`src/rtl/reg_ctx_seq_if.sv`:
```
// ---------------------------------------------------------------------------
// reg_ctx_seq_if
// Bundles the context sequencer's request/status lines together with its
// register-file port (read channel 1 and write channel) and its data-memory
// port.
//
//   save_req, restore_req  core -> sequencer  start a save / restore
//   busy, done             sequencer -> core  stall while busy, done pulse
//   n1, q1                 read channel 1 index out, combinational data in
//   nd, di, reg_we         register-file write index, data, enable
//   mem_addr, mem_do       memory address and write data
//   mem_we, mem_re         memory write / read strobes
//   mem_di                 memory read data, valid the cycle after mem_re
//
// master: the sequencer side.  slave: the core / register file / memory side.
// ---------------------------------------------------------------------------
interface reg_ctx_seq_if #(
   parameter int DW = 8,
   parameter int IW = 2,
   parameter int AW = 8
);
   logic          save_req;
   logic          restore_req;
   logic          busy;
   logic          done;
   logic [IW-1:0] n1;
   logic [DW-1:0] q1;
   logic [IW-1:0] nd;
   logic [DW-1:0] di;
   logic          reg_we;
   logic [AW-1:0] mem_addr;
   logic [DW-1:0] mem_do;
   logic          mem_we;
   logic          mem_re;
   logic [DW-1:0] mem_di;

   modport master (
      input  save_req, restore_req, q1, mem_di,
      output busy, done, n1, nd, di, reg_we, mem_addr, mem_do, mem_we, mem_re
   );

   modport slave (
      output save_req, restore_req, q1, mem_di,
      input  busy, done, n1, nd, di, reg_we, mem_addr, mem_do, mem_we, mem_re
   );
endinterface

```
`src/rtl/reg_ctx_seq.sv`:
```
// ---------------------------------------------------------------------------
// reg_ctx_seq
// Context save/restore sequencer. On a save request it copies R0..R(NREG-1)
// from the register file into the memory save area at BASE..BASE+NREG-1, one
// register per cycle. On a restore request it reads each word back (read
// cycle, then register write cycle). busy stalls the core for the whole
// sequence; done pulses for one cycle at the end.
//
// Ports:
//   Clock  in   system clock, rising edge
//   Reset  in   asynchronous, active-low reset
//   bus    master side of reg_ctx_seq_if (requests, status, register file
//          read channel 1 and write channel, memory port)
//
// All outputs are decoded from the current state and index, so an
// asynchronous reset drops every strobe immediately.
// ---------------------------------------------------------------------------
module reg_ctx_seq #(
   parameter int          DW   = 8,
   parameter int          IW   = 2,
   parameter int          AW   = 8,
   parameter logic [7:0]  BASE = 8'hF0
) (
   input  logic          Clock,
   input  logic          Reset,
   reg_ctx_seq_if.master bus
);

   typedef enum logic [2:0] {
      IDLE   = 3'd0,
      SAVE   = 3'd1,
      RST_RD = 3'd2,
      RST_WR = 3'd3,
      FIN    = 3'd4
   } state_t;

   localparam logic [IW-1:0] LAST_IDX = {IW{1'b1}};
   localparam logic [AW-1:0] BASE_ADDR = AW'(BASE);

   state_t        state_reg, state_next;
   logic [IW-1:0] idx_reg, idx_next;

   // save-area address; the sum deliberately wraps modulo 2**AW
   logic [AW-1:0] slot_addr;
   assign slot_addr = BASE_ADDR + AW'(idx_reg);

   logic          busy_next_out;
   logic          done_out;
   logic [IW-1:0] n1_out, nd_out;
   logic [DW-1:0] di_out, mem_do_out;
   logic [AW-1:0] mem_addr_out;
   logic          reg_we_out, mem_we_out, mem_re_out;

   always_ff @(posedge Clock or negedge Reset) begin
      if (!Reset) begin
         state_reg <= IDLE;
         idx_reg   <= '0;
      end else begin
         state_reg <= state_next;
         idx_reg   <= idx_next;
      end
   end

   always_comb begin
      state_next    = state_reg;
      idx_next      = idx_reg;
      busy_next_out = 1'b1;
      done_out      = 1'b0;
      n1_out        = '0;
      nd_out        = '0;
      di_out        = '0;
      mem_do_out    = '0;
      mem_addr_out  = '0;
      reg_we_out    = 1'b0;
      mem_we_out    = 1'b0;
      mem_re_out    = 1'b0;

      case (state_reg)
         IDLE: begin
            busy_next_out = 1'b0;
            // save has priority; a simultaneous restore request is dropped
            if (bus.save_req) begin
               state_next = SAVE;
               idx_next   = '0;
            end else if (bus.restore_req) begin
               state_next = RST_RD;
               idx_next   = '0;
            end
         end

         SAVE: begin
            n1_out       = idx_reg;
            mem_addr_out = slot_addr;
            mem_do_out   = bus.q1;
            mem_we_out   = 1'b1;
            if (idx_reg == LAST_IDX) begin
               state_next = FIN;
            end else begin
               idx_next = idx_reg + 1'b1;
            end
         end

         RST_RD: begin
            mem_addr_out = slot_addr;
            mem_re_out   = 1'b1;
            state_next   = RST_WR;
         end

         RST_WR: begin
            // memory data arrives one cycle after the read strobe
            nd_out     = idx_reg;
            di_out     = bus.mem_di;
            reg_we_out = 1'b1;
            if (idx_reg == LAST_IDX) begin
               state_next = FIN;
            end else begin
               idx_next   = idx_reg + 1'b1;
               state_next = RST_RD;
            end
         end

         FIN: begin
            done_out   = 1'b1;
            state_next = IDLE;
         end

         default: begin
            state_next = IDLE;
            idx_next   = '0;
         end
      endcase
   end

   assign bus.busy     = busy_next_out;
   assign bus.done     = done_out;
   assign bus.n1       = n1_out;
   assign bus.nd       = nd_out;
   assign bus.di       = di_out;
   assign bus.reg_we   = reg_we_out;
   assign bus.mem_addr = mem_addr_out;
   assign bus.mem_do   = mem_do_out;
   assign bus.mem_we   = mem_we_out;
   assign bus.mem_re   = mem_re_out;

endmodule

```
`src/flat_wrapper.sv`:
```
// flat-port wrapper written by rule: the top's interface ports become plain ports
module reg_ctx_seq_flat 
#(
   parameter int          DW   = 8,
   parameter int          IW   = 2,
   parameter int          AW   = 8,
   parameter logic [7:0]  BASE = 8'hF0
)
  (Clock, Reset, bus_save_req, bus_restore_req, bus_q1, bus_mem_di, bus_busy, bus_done, bus_n1, bus_nd, bus_di, bus_reg_we, bus_mem_addr, bus_mem_do, bus_mem_we, bus_mem_re);
  reg_ctx_seq_if #(.DW(DW), .IW(IW), .AW(AW)) bus_i ();
  input  logic Clock;
  input  logic Reset;
  input wire logic [$bits(bus_i.save_req)-1:0] bus_save_req;
  input wire logic [$bits(bus_i.restore_req)-1:0] bus_restore_req;
  input wire logic [$bits(bus_i.q1)-1:0] bus_q1;
  input wire logic [$bits(bus_i.mem_di)-1:0] bus_mem_di;
  output wire logic [$bits(bus_i.busy)-1:0] bus_busy;
  output wire logic [$bits(bus_i.done)-1:0] bus_done;
  output wire logic [$bits(bus_i.n1)-1:0] bus_n1;
  output wire logic [$bits(bus_i.nd)-1:0] bus_nd;
  output wire logic [$bits(bus_i.di)-1:0] bus_di;
  output wire logic [$bits(bus_i.reg_we)-1:0] bus_reg_we;
  output wire logic [$bits(bus_i.mem_addr)-1:0] bus_mem_addr;
  output wire logic [$bits(bus_i.mem_do)-1:0] bus_mem_do;
  output wire logic [$bits(bus_i.mem_we)-1:0] bus_mem_we;
  output wire logic [$bits(bus_i.mem_re)-1:0] bus_mem_re;
  assign bus_i.save_req = bus_save_req;
  assign bus_i.restore_req = bus_restore_req;
  assign bus_i.q1 = bus_q1;
  assign bus_i.mem_di = bus_mem_di;
  assign bus_busy = bus_i.busy;
  assign bus_done = bus_i.done;
  assign bus_n1 = bus_i.n1;
  assign bus_nd = bus_i.nd;
  assign bus_di = bus_i.di;
  assign bus_reg_we = bus_i.reg_we;
  assign bus_mem_addr = bus_i.mem_addr;
  assign bus_mem_do = bus_i.mem_do;
  assign bus_mem_we = bus_i.mem_we;
  assign bus_mem_re = bus_i.mem_re;
  reg_ctx_seq #(.DW(DW), .IW(IW), .AW(AW), .BASE(BASE)) u_core (.Clock(Clock), .Reset(Reset), .bus(bus_i));
endmodule
```
`config.mk`:
```
export PLATFORM = sky130hd
export DESIGN_NAME = reg_ctx_seq_flat
export DESIGN_NICKNAME = d
export VERILOG_FILES = /design/src/rtl/reg_ctx_seq_if.sv /design/src/rtl/reg_ctx_seq.sv /design/src/flat_wrapper.sv
export SDC_FILE = /design/constraint.sdc
export NUM_CORES = 1
export LEC_CHECK = 0
export ABC_AREA = 1
export BUFFER_PORTS_ARGS = -buffer_cell sky130_fd_sc_hd__buf_2
export CAP_MARGIN = 30
export CORE_UTILIZATION = 32
export CTS_BUF_LIST = sky130_fd_sc_hd__clkbuf_16
export DETAILED_ROUTE_END_ITERATION = 8
export HOLD_SLACK_MARGIN = 0.15
export MAX_ROUTING_LAYER = met4
export PLACE_DENSITY = 0.72
export SETUP_SLACK_MARGIN = 0.4
export SLEW_MARGIN = 20
export SYNTH_ARGS = -nofsm -noshare
export SYNTH_HDL_FRONTEND = slang
export SYNTH_SLANG_ARGS = --single-unit
export TNS_END_PERCENT = 20
```
`constraint.sdc`:
```
create_clock -name Clock -period 1.1 [get_ports Clock]
set_clock_uncertainty 0.1 [all_clocks]
set_input_delay 0.11 -clock Clock [delete_from_list [all_inputs] [get_ports Clock]]
set_output_delay 0.11 -clock Clock [all_outputs]
set_load 0.02 [all_outputs]
```
==> results.sh, run 1 <==
export IMPL_p_sw_mw=2.12
export IMPL_detailedRoute_firstIterationViolations=15
export IMPL_yosysSeqAreaShare_pct=22.1
export IMPL_maxCapViolations=0
export IMPL_routed_wl_um=2170
export IMPL_vias_per_cell=4.50
export IMPL_final_core_utilization_pct=83.7
export IMPL_crit_path_max_incr_delay_ps=370
export IMPL_ant_nets=0
export IMPL_place_ws_ps=-242
export IMPL_first_pass_iters=6
export IMPL_power_internal_mw=2.18
export IMPL_grt_pass1_wl_um=3060
export IMPL_power_density_nw_per_um2=3260
export IMPL_netSwitchingFraction_pct=49.3
export IMPL_async_flop_share_pct=100
export IMPL_setup_tns_ps=-11180
export IMPL_htreeDepth=1
export IMPL_syn2layout_area_growth_pct=133
export IMPL_grt_pass1_vias=746
export IMPL_crit_type="reg2out"
export IMPL_stdcell_area_um2=1320
export IMPL_die_w_um=44.0
export IMPL_clk_latency_ps=220
export IMPL_finalCriticalPeriod_ps=1490
export IMPL_synth_cell_area_um2=566
export IMPL_hpwlAfterDp_um=1390
export IMPL_worst_slack_ps=-393
export IMPL_vias=801
export IMPL_drive_above_1_share_pct=66.7
export IMPL_cp_max_fo=8
export IMPL_yosysUniqueCellTypes=18
export IMPL_path_cells="inv_2 -> nand2_4 -> inv_6 -> nand2_8 -> a21oi_2 -> buf_4"
export IMPL_dpl_cell_area_um2=992
export IMPL_final_cells=178
export IMPL_antenna_found_initial=0
export IMPL_synth_edf_count=0
export IMPL_p_clk_share_pct=13.4
export IMPL_place_gp_congestion=0.887
export IMPL_syn_avg_cell_area_um2=5.95
export IMPL_ioPinCount=53
export IMPL_largest_reg_flops=3
export IMPL_io_buffers=50
export IMPL_place_inst=167
export IMPL_finalHoldViolCount=0
export IMPL_synth_seq_cells=5
export IMPL_cts_tree="yes"
export IMPL_outcome="complete, but fails checks"
export IMPL_synth_top_area_share_pct=22.1
export IMPL_cts_buffer_depth=2
export IMPL_synth_top_area_cell="dfrtp_1"
export IMPL_critPathCaptureType="primary output"
export IMPL_combPwrFrac_pct=78.3
export IMPL_slew_violations=0
export IMPL_period_share_pct=136
export IMPL_clk_pin_slew_worst_paths_ps=30
export IMPL_grt_max_degree=11
export IMPL_setup_violations=36
export IMPL_rsz0062_at_grt="yes"
export IMPL_hp_class="in2reg"
export IMPL_start_util_pct=35.9
export IMPL_antenna_cells=0
export IMPL_nNetsFinal=184
export IMPL_seq_power_share_pct=8.3
export IMPL_cts_buffers=3
export IMPL_die_area_um2=1940
export IMPL_slowest_stage="dfrtp_1"
export IMPL_peakVddDrop_v=0.00226
export IMPL_row_count=14
export IMPL_core_area_um2=1580
export IMPL_ys_warnings_count=0
export IMPL_fmaxAchievable_mhz=670
export IMPL_crit_arrival_ps=1280
export IMPL_cp_required_ps=890
export IMPL_cts_sinks=5
export IMPL_violations="DRC, setup timing"
export IMPL_die_h_um=44.0
export IMPL_drc=6
export IMPL_grt_usage_pct=22.0
export IMPL_postSynthCellCount=95
export IMPL_cts_root_buf="clkbuf_16"
export IMPL_ctsHoldBuffers=1
export IMPL_synth_area_top_cells="dfrtp_1, inv_1, nor2_2, nor2_1, buf_4"
export IMPL_startpoint_type="flip-flop"
export IMPL_grt_ovfl_total=0
export IMPL_fillers=81
export IMPL_p_leak_nw=0.750
export IMPL_yosys_most_used_dff="dfrtp_1"
export IMPL_wl_per_cell_um=12.2
## cell families after synthesis
logic type,Yosys count,synth area share [%]
flops,5,22.1
simple gates,43,36.9
buf+inv,37,29.2
other cells,1,0.663
fa+ha+maj,1,2.21
compound gates,8,8.85
## timing repair
item	CTS	global route
gates cloned	1	0
endpoints found under the setup margin	36	36
endpoints found under the hold margin	6	5
pin swaps	2	4
buffers inserted	1	4
resized for setup	30	31
## worst max-delay path, delay by kind of cell, from the launching register on
family	cells	cell delay, ps
AO/OA/AOI/OAI	1	150
buffers and inverters	3	350
flip-flops	1	370
AND/OR/NAND/NOR	2	180
## power groups by stage
stage	Combinational [mW]	Sequential [mW]	Clock, mW
6_report	3.36	0.358	0.575
4_1_cts	2.83	0.343	0.586
3_3_place_gp	2.41	0.332	0
3_5_place_dp	2.44	0.338	0
2_1_floorplan	1.99	0.334	0
5_1_grt	3.57	0.372	0.596
## placed cells by master (no fill, tap or decap), types with 2 or more instances in the layout
| master | instances |
|---|---|
| buf_4 | 26 |
| inv_1 | 24 |
| buf_2 | 22 |
| buf_6 | 18 |
| nor2_4 | 13 |
| nor2_2 | 9 |
| nand2_1 | 7 |
| inv_2 | 5 |
| nor2_1 | 4 |
| nand3_1 | 4 |
| dfrtp_1 | 4 |
| nand2_8 | 3 |
| clkbuf_16 | 3 |
| inv_6 | 2 |
| a21oi_2 | 2 |
| o211ai_1 | 2 |
| o21bai_1 | 2 |
| conb_1 | 2 |
## final timing paths
kind                       cells after the start                  end           startpoint  slack (ps)
max in group asynchronous                      2  u_core.state_reg[0]                Reset         630
min reg2reg                                    3  u_core.state_reg[1]  u_core.state_reg[0]         560
max reg2reg                                    7    u_core.idx_reg[0]  u_core.state_reg[1]        -220
min in group asynchronous                      2    u_core.idx_reg[1]                Reset         130
min                                            4  u_core.state_reg[1]         bus_save_req         110
max                                            6      bus_mem_addr[0]  u_core.state_reg[2]        -390
## through the flow
step	power [mW]	hold slack (ps)
detailed placement	2.78	-173
floorplan	2.32	-286
global placement	2.74	-176
global route	4.53	139
CTS	3.76	111
finish	4.29	112
## metal layers
| layer | GRT usage [%] | routed length (um) | part of all wire, % |
|---|---|---|---|
| met5 | - | 0 | 0 |
| met4 | 14.5 | 39 | 1.8 |
| met3 | 5.31 | 120 | 5.5 |
| met2 | 38.5 | 1240 | 57 |
| met1 | 21.4 | 767 | 35 |
## final cells by class
class | count | area (um^2) | area share [%]
inverter | 31 | 129 | 9.77
clock buffer | 3 | 75.1 | 5.69
sequential | 5 | 126 | 9.58
clock inverter | 1 | 3.75 | 0.285
tap | 16 | 20.0 | 1.52
multi-input combinational | 55 | 447 | 33.9
timing repair buffer | 67 | 518 | 39.3
## Yosys cell counts (2+ instances only)
master     n
inv_2      4
o211ai_1   2
a21oi_1    3
nand2_2    2
nand2_1    8
dfrtp_1    5
nor2_2    11
inv_1     27
nor2_1    15
buf_4      5
o21bai_1   2
nand3_1    5
Note: power is estimated with default switching activity, not from simulation.
==> run 2, diff against run 1 <==
CORE_UTILIZATION = 38   (was 32)
PLACE_DENSITY = 0.81   (was 0.72)
clock period = 1.75 ns   (was 1.1 ns; I/O delays follow)
==> run 2 against run 1 <==
  * The flow now finishes without violations
  * Global-route usage increased by 0.44 points
  * Final cell count decreased by 5.6%
  * Clock power decreased by 37%
  * Via count increased by 5.2%
  * Critical path depth unchanged
  * Non-clock buffer count decreased by 9
  * Flip-flop and latch count unchanged
  * Final area decreased by 14%
  * Critical endpoint unchanged
==> results.sh, run 2 (synthesis gave the netlist of run 1 again) <==
export IMPL_cts_root_buf="clkbuf_16"
export IMPL_peakVddDrop_v=0.00149
export IMPL_p_sw_mw=1.33
export IMPL_cts_buffer_depth=2
export IMPL_nNetsFinal=175
export IMPL_crit_type="reg2out"
export IMPL_cts_buffers=3
export IMPL_io_buffers=50
export IMPL_startpoint_type="flip-flop"
export IMPL_grt_ovfl_total=0
export IMPL_outcome="finished, final reports clean"
export IMPL_die_area_um2=1650
export IMPL_cts_tree="yes"
export IMPL_hpwlAfterDp_um=1190
export IMPL_timing_rr_end="u_core.idx_reg[1]"
export IMPL_ff2ff_path_depth=7
export IMPL_rrSetupSlack_ps=360
export IMPL_maxCapViolations=0
export IMPL_largest_reg_flops=3
export IMPL_fillers=62
export IMPL_grt_max_degree=11
export IMPL_fmaxAchievable_mhz=609
export IMPL_setup_tns_ps=0
export IMPL_die_h_um=40.6
export IMPL_grt_pass1_wl_um=2370
export IMPL_htreeDepth=1
export IMPL_place_gp_congestion=0.948
export IMPL_clk_pin_slew_worst_paths_ps=30
export IMPL_die_w_um=40.6
export IMPL_slew_violations=0
export IMPL_whs_endpoint="u_core.state_reg[1]"
export IMPL_row_count=13
export IMPL_power_internal_mw=1.14
export IMPL_drive_above_1_share_pct=62.7
export IMPL_hold_path_depth=4
export IMPL_antenna_cells=0
export IMPL_wl_per_cell_um=14.4
export IMPL_clk_latency_ps=230
export IMPL_antenna_found_initial=0
export IMPL_worst_slack_ps=108
export IMPL_critPathCaptureType="primary output"
export IMPL_grt_pass1_vias=606
export IMPL_worstReg2RegStart="u_core.state_reg[2]"
export IMPL_layout_common_cells="buf_2, inv_1, buf_4, nor2_2, nand2_1"
export IMPL_p_leak_nw=0.688
export IMPL_crit_arrival_ps=1370
export IMPL_power_density_nw_per_um2=2160
export IMPL_core_area_um2=1350
export IMPL_ioPinCount=53
export IMPL_p_total_mw=2.46
export IMPL_netSwitchingFraction_pct=53.9
export IMPL_start_util_pct=41.9
export IMPL_seq_power_share_pct=9.9
export IMPL_drc=0
export IMPL_p_clk_share_pct=14.8
export IMPL_setup_violations=0
export IMPL_syn2layout_area_growth_pct=102
export IMPL_place_ws_ps=207
export IMPL_cp_required_ps=1470
export IMPL_hp_start="bus_save_req"
export IMPL_hp_class="in2reg"
export IMPL_detailedRoute_firstIterationViolations=46
export IMPL_cts_sinks=5
export IMPL_cp_max_fo=8
export IMPL_vias_per_cell=5.02
export IMPL_first_pass_iters=4
export IMPL_grt_usage_pct=22.5
export IMPL_combPwrFrac_pct=75.2
export IMPL_final_core_utilization_pct=84.4
export IMPL_finalCriticalPeriod_ps=1640
export IMPL_routed_wl_um=2430
export IMPL_rsz0062_at_grt="yes"
export IMPL_ant_nets=0
export IMPL_finalHoldViolCount=0
export IMPL_period_share_pct=93.8
export IMPL_vias=843
export IMPL_final_common_cell="buf_2"
## run 2: cell types whose count changed in the layout (fill, tap and decap cells not counted), moves of 2 or more
cell	before	now
nor2_4	13	4
buf_2	22	29
inv_4	1	3
inv_1	24	26
buf_4	26	23
buf_6	18	5
inv_2	5	2
nor2_2	9	17
## run 2: worst max-delay path, cell delays in order, from the launching register on
cell	delay (ps)
dfrtp_1	380
inv_2	110
nand2_4	90
inv_6	110
nand2_8	100
a21oi_2	170
buf_4	170
## run 2: routing by layer
metal | global-route usage [%] | up-vias | part of all wire [%]
met5 | - | - | 0
met4 | 15.8 | 0 | 4.4
met3 | 5.56 | 12 | 11
met2 | 37.7 | 72 | 49
met1 | 22.5 | 376 | 36
li1 | - | 383 | -
## run 2: layout make-up
| cell class | instances | area, um^2 | share of cell area (%) |
|---|---|---|---|
| flip-flops and latches | 5 | 128 | 11.2 |
| multi-input cells | 55 | 402 | 35.2 |
| clock inverters | 1 | 3.75 | 0.329 |
| repair buffers | 58 | 384 | 33.7 |
| well taps | 15 | 18.8 | 1.65 |
| clock buffers | 3 | 75.1 | 6.59 |
| inverters | 31 | 129 | 11.3 |
## run 2: what timing repair did
| action | 4_1_cts | 5_1_grt |
|---|---|---|
| setup buffers | 3 | 4 |
| pin swaps | 1 | 0 |
| endpoints found under the hold margin | 5 | 0 |
| hold buffers | 1 | 0 |
| resized for setup | 37 | 9 |
| gates cloned | 1 | 0 |
| endpoints found under the setup margin | 33 | 34 |
## run 2: power by group through the flow
stage	sequential (mW)	clock [mW]	combinational, mW
final	0.245	0.365	1.85
after global routing	0.249	0.384	1.97
after global placement	0.214	0	1.29
after detailed placement	0.215	0	1.30
after floorplan	0.206	0	1.12
after CTS	0.230	0.371	1.62
## run 2: through the flow
stage | area [um^2] | hold slack [ps] | std cells
floorplan | 627 | -221 | 96
global placement | 836 | -109 | 155
detailed placement | 836 | -110 | 155
CTS | 1070 | 167 | 164
global route | 1140 | 187 | 168
finish | 1140 | 165 | 168
## run 2: worst max-delay path by stage
stage | start | end | depth (start not counted)
2_1_floorplan | u_core.state_reg[2] | bus_di[0] | 5
3_3_place_gp | u_core.state_reg[2] | bus_mem_addr[0] | 6
3_5_place_dp | u_core.state_reg[2] | bus_mem_addr[0] | 6
4_1_cts | u_core.state_reg[2] | bus_di[0] | 6
5_1_grt | u_core.state_reg[2] | bus_mem_addr[0] | 6
6_report | u_core.state_reg[2] | bus_mem_addr[0] | 6
